$ cat src/rtl/hamming_uart_pkg.sv
// rtl/hamming_uart_pkg.sv - shared types and constants for the serial Hamming(7,4) receive path
package hamming_uart_pkg;

  typedef enum logic [2:0] {
    ST_IDLE      = 3'd0,
    ST_START     = 3'd1,
    ST_DATA      = 3'd2,
    ST_STOP      = 3'd3,
    ST_DONE      = 3'd4,
    ST_WAIT_HIGH = 3'd5
  } state_e;

  localparam int CODE_BITS = 7;
  localparam int DATA_BITS = 4;

  // Zero-based bit positions of c1..c7 inside the received codeword
  localparam int P1_POS = 0;
  localparam int P2_POS = 1;
  localparam int D1_POS = 2;
  localparam int P3_POS = 3;
  localparam int D2_POS = 4;
  localparam int D3_POS = 5;
  localparam int D4_POS = 6;

endpackage

$ cat src/rtl/hamming74_correct.sv
// rtl/hamming74_correct.sv - combinational Hamming(7,4) syndrome and single-bit correction
module hamming74_correct
  import hamming_uart_pkg::*;
(
  input  logic [CODE_BITS-1:0] code_i,
  output logic [DATA_BITS-1:0] data_o,
  output logic [2:0]           syndrome_o,
  output logic                 corrected_o
);

  logic [CODE_BITS-1:0] fixed;
  logic [2:0]           syn;

  always_comb begin
    syn[2] = code_i[P3_POS] ^ code_i[D2_POS] ^ code_i[D3_POS] ^ code_i[D4_POS];
    syn[1] = code_i[P2_POS] ^ code_i[D1_POS] ^ code_i[D3_POS] ^ code_i[D4_POS];
    syn[0] = code_i[P1_POS] ^ code_i[D1_POS] ^ code_i[D2_POS] ^ code_i[D4_POS];
    fixed  = code_i;
    // A nonzero syndrome is the 1-based position of the bit to flip
    if (syn != 3'd0) begin
      fixed[syn - 3'd1] = ~code_i[syn - 3'd1];
    end
    syndrome_o  = syn;
    corrected_o = (syn != 3'd0);
    data_o      = {fixed[D4_POS], fixed[D3_POS], fixed[D2_POS], fixed[D1_POS]};
  end

endmodule

$ cat src/rtl/hamming_uart_rx_ctrl.sv
// rtl/hamming_uart_rx_ctrl.sv - framed serial receiver feeding the Hamming(7,4) corrector
module hamming_uart_rx_ctrl
  import hamming_uart_pkg::*;
#(
  parameter int CLKS_PER_BIT = 8,
  parameter int CNT_W        = 8
) (
  input  logic       clk,
  input  logic       rst,
  input  logic       ena,
  input  logic       rx_in,
  output logic [3:0] data_out,
  output logic       valid_out,
  output logic       corrected_out,
  output logic       frame_err_out,
  output logic       busy_out
);

  localparam logic [CNT_W-1:0] HALF_LAST = CNT_W'(CLKS_PER_BIT / 2 - 1);
  localparam logic [CNT_W-1:0] BIT_LAST  = CNT_W'(CLKS_PER_BIT - 1);

  state_e               state_q, state_d;
  logic [CNT_W-1:0]     cnt_q, cnt_d;
  logic [2:0]           idx_q, idx_d;
  logic [CODE_BITS-1:0] shift_q, shift_d;
  logic [DATA_BITS-1:0] data_q, data_d;
  logic                 corr_q, corr_d;
  logic                 valid_q, valid_d;
  logic                 ferr_q, ferr_d;
  logic                 rx_meta_q, rx_s_q;

  logic [DATA_BITS-1:0] dec_data;
  logic [2:0]           unused_dec_syndrome;
  logic                 dec_corr;

  hamming74_correct u_correct (
    .code_i      (shift_q),
    .data_o      (dec_data),
    .syndrome_o  (unused_dec_syndrome),
    .corrected_o (dec_corr)
  );

  always_comb begin
    state_d = state_q;
    cnt_d   = cnt_q;
    idx_d   = idx_q;
    shift_d = shift_q;
    data_d  = data_q;
    corr_d  = corr_q;
    valid_d = 1'b0;
    ferr_d  = 1'b0;
    if (ena) begin
      case (state_q)
        ST_IDLE: begin
          if (!rx_s_q) begin
            state_d = ST_START;
            cnt_d   = '0;
          end
        end
        ST_START: begin
          if (cnt_q == HALF_LAST) begin
            cnt_d   = '0;
            idx_d   = 3'd0;
            state_d = rx_s_q ? ST_IDLE : ST_DATA;
          end else begin
            cnt_d = cnt_q + CNT_W'(1);
          end
        end
        ST_DATA: begin
          if (cnt_q == BIT_LAST) begin
            shift_d[idx_q] = rx_s_q;
            cnt_d          = '0;
            idx_d          = idx_q + 3'd1;
            if (idx_q == 3'(CODE_BITS - 1)) begin
              idx_d   = 3'd0;
              state_d = ST_STOP;
            end
          end else begin
            cnt_d = cnt_q + CNT_W'(1);
          end
        end
        ST_STOP: begin
          if (cnt_q == BIT_LAST) begin
            cnt_d = '0;
            if (rx_s_q) begin
              state_d = ST_DONE;
            end else begin
              state_d = ST_WAIT_HIGH;
              ferr_d  = 1'b1;
            end
          end else begin
            cnt_d = cnt_q + CNT_W'(1);
          end
        end
        ST_DONE: begin
          data_d  = dec_data;
          corr_d  = dec_corr;
          valid_d = 1'b1;
          state_d = ST_IDLE;
        end
        ST_WAIT_HIGH: begin
          // Holding here keeps a stuck-low line from looking like a new start bit
          if (rx_s_q) state_d = ST_IDLE;
        end
        default: state_d = ST_IDLE;
      endcase
    end
  end

  always_ff @(posedge clk) begin
    if (rst) begin
      rx_meta_q <= 1'b1;
      rx_s_q    <= 1'b1;
      state_q   <= ST_IDLE;
      cnt_q     <= '0;
      idx_q     <= '0;
      shift_q   <= '0;
      data_q    <= '0;
      corr_q    <= 1'b0;
      valid_q   <= 1'b0;
      ferr_q    <= 1'b0;
    end else begin
      rx_meta_q <= rx_in;
      rx_s_q    <= rx_meta_q;
      state_q   <= state_d;
      cnt_q     <= cnt_d;
      idx_q     <= idx_d;
      shift_q   <= shift_d;
      data_q    <= data_d;
      corr_q    <= corr_d;
      valid_q   <= valid_d;
      ferr_q    <= ferr_d;
    end
  end

  assign data_out      = data_q;
  assign corrected_out = corr_q;
  assign valid_out     = valid_q;
  assign frame_err_out = ferr_q;
  assign busy_out      = (state_q != ST_IDLE);

endmodule

$ cat config.mk
export PLATFORM = sky130hd
export DESIGN_NAME = hamming_uart_rx_ctrl
export DESIGN_NICKNAME = d
export VERILOG_FILES = /design/src/rtl/hamming_uart_pkg.sv /design/src/rtl/hamming74_correct.sv /design/src/rtl/hamming_uart_rx_ctrl.sv
export SDC_FILE = /design/constraint.sdc
export NUM_CORES = 1
export LEC_CHECK = 0
export BUFFER_PORTS_ARGS = -buffer_cell sky130_fd_sc_hd__buf_2
export CORE_MARGIN = 2
export CORE_UTILIZATION = 54
export DETAILED_ROUTE_END_ITERATION = 10
export GPL_TIMING_DRIVEN = 1
export PLACE_DENSITY = 0.82
export SKIP_CTS_REPAIR_TIMING = 1
export SLEW_MARGIN = 10
export SYNTH_ARGS = -nofsm -noshare
export SYNTH_HDL_FRONTEND = slang
export SYNTH_HIERARCHICAL = 1
export SYNTH_SLANG_ARGS = --single-unit
export TNS_END_PERCENT = 5
$ cat constraint.sdc
create_clock -name clk -period 2.8 [get_ports clk]
set_input_delay 0.28 -clock clk [delete_from_list [all_inputs] [get_ports clk]]
set_output_delay 0.28 -clock clk [all_outputs]
set_load 0.02 [all_outputs]
==> flow_summary_export.csv <==
group,metric,value,unit
status,status,"finished clean",
global_routing,grt_pass1_wl,5600,um
timing,max-slew-margin-rel,0.589,
timing,period_share,0.865,
timing,finalWorstPathRequiredPeriod,2420,ps
global_routing,grt_pass1_vias,1287,
final_layout,n_fill_cell,272,
power_and_ir_drop,switching_share,0.204,
timing,timing.clock.skew,7.04,ps
detailed_routing,vias_per_cell,5.60,
clock_network,clk_pin_slew_worst_paths,100,ps
hold_path,min_path_type,"in -> reg",
detailed_routing,drt_first_pass_iters,4,
clock_network,clock_tree_buf_depth,2,
power_and_ir_drop,cell_internal_pwr,747,uW
placement,buffers_on_ports,11,
global_routing,groute.usage.overall,0.208,
global_routing,grt-ovfl-total,0,
power_and_ir_drop,p_leak,0.695,nW
timing,hold_ws,118,ps
timing,rsz0062_at_grt,"false",
worst_setup_path,critical_path_data_required_time,3030,ps
power_and_ir_drop,power,939,uW
floorplanning,area_of_the_core_region,0.00303,mm2
floorplanning,fp.dieH,60.3,um
floorplanning,rows,20,
detailed_routing,routed_wl,3230,um
synthesis,yosysWarningCount,6,
timing,fin_setup_tns,0,ps
power_and_ir_drop,share_clk_of_total_power,0.492,
floorplanning,effective_utilization_at_floorplan,0.566,
clock_network,tritoncts,"built",
detailed_routing,residual_drc_count,0,
clock_network,cts_htree_levels,2,
placement,number_of_placed_instances_taps_included,249,
floorplanning,num_io_pins,12,
final_layout,final_nets,219,
synthesis,postSynthCellCount,208,
floorplanning,total_die_area,0.00364,mm2
timing,timing.final.hold_violations,0,
timing,finalMaxSlewViolations,0,
clock_network,tritoncts_num_sinks,30,
worst_setup_path,critical_path_peak_fanout,5,
synthesis,syn-num-nets,215,
synthesis,netlist_area,0.00171,mm2
final_layout,drive_above_1_share,0.155,
global_routing,antenna_found_initial,0,
detailed_routing,route.antenna.remaining_nets,0,
detailed_routing,detailroute.via_count,1439,
worst_setup_path,worstSetupEndpointType,"flop",
clock_network,clock_latency,340,ps
timing,worstMarginPinSlew,611,ps
clock_network,cts-buffers-inserted,5,
power_and_ir_drop,p_switching,192,uW
final_layout,antenna_diode_count,0,
power_and_ir_drop,p_comb_frac,0.046,
floorplanning,die_width,60.3,um
final_layout,area_growth,8.18,%
worst_setup_path,path_class,"reg -> reg",
power_and_ir_drop,power.density_cell_area,506,mW/mm2
global_routing,largest_net_degree_at_the_start_of_global_routing,25,
worst_setup_path,critical_path.startpoint_type,"flop",
timing,finalSetupViolations,0,
timing,layout_setup_ws,378,ps
detailed_routing,initialDrtViolationCount,70,
clock_network,cts_root_buf,"clkbuf_4",
synthesis,post_synth.cell_area_avg,8.24,um2
power_and_ir_drop,power.ir.vdd_worst,0.496,mV
worst_setup_path,arrival,2650,ps
final_layout,instances_no_fill,257,
placement,gp_congestion,0.804,
placement,post_detail_place_hpwl,2210,um
power_and_ir_drop,power.share.sequential,0.462,
timing,achievable-frequency,413,MHz
placement,placement.setup.worst_slack,384,ps
detailed_routing,avgRoutedWirePerCell,12.6,um
flow_run,max_cap_violations,0,
==> final timing paths <==
check	start	to	slack, ps	depth (start not counted)
max	shift_q[2]	data_out[1]	380	11
min reg2reg	rx_meta_q	rx_s_q	420	1
max reg2reg	shift_q[2]	data_out[1]	380	11
min	rx_in	rx_meta_q	120	2
==> flip-flops by register name, summed over array words and instances (netlist names), 3 cells and up <==
name	flops
idx_q	3
shift_q	7
cnt_q	8
state_q	3
data_out	4
==> critical path: stages (launching register included) <==
cell and delay, ps:
dfxtp_1 450, xor2_1 230, xnor2_1 150, ha_1 250
inv_1 80, nor2_1 50, ha_1 280, or3_1 340
nand2b_1 170, xnor2_1 120, mux2i_1 130, nor2_1 50
==> routing by layer <==
metal | part of all wire | GRT usage | vias up
met4 | 0.020 | 0.0889 | 0
met1 | 0.46 | 0.244 | 661
met3 | 0.043 | 0.0682 | 8
li1 | - | - | 746
met5 | 0 | 0 | -
met2 | 0.47 | 0.346 | 24
==> power groups by stage <==
stage	registers [mW]	logic [mW]	clock network (mW)
6_report	0.434	0.0429	0.462
5_1_grt	0.434	0.0474	0.492
4_1_cts	0.434	0.0433	0.472
3_5_place_dp	0.443	0.0428	0
3_3_place_gp	0.443	0.0424	0
2_1_floorplan	0.440	0.0370	0
==> cells in the final DEF, fill, tap and decap left out, types with 4 or more instances in the layout <==
cell type / count
inv_1: 5
nand3_1: 17
or3_1: 4
buf_2: 11
nor2_1: 23
nand2_1: 17
clkbuf_4: 5
xnor2_1: 6
mux2i_1: 8
nor3_1: 5
a21oi_1: 11
dfxtp_1: 30
o21ai_0: 12
==> layout make-up <==
class                           count  area [um2]  share of cell area
Clock inverter                      2        60.1              0.0324
Timing Repair Buffer               11        55.1              0.0297
Clock buffer                        6        51.3              0.0277
Tap cell                           44        55.1              0.0297
Inverter                            5        18.8              0.0101
Sequential cell                    30         601               0.324
Multi-Input combinational cell    159        1010               0.547
==> per-stage QoR <==
| stage | area, um2 | util |
|---|---|---|
| after floorplan | 1710 | - |
| final | 1850 | 0.612 |
| after global routing | 1850 | 0.612 |
| after global placement | 1740 | 0.576 |
| after detailed placement | 1740 | 0.576 |
| after CTS | 1850 | 0.612 |
(Power assumes the default switching activity.)
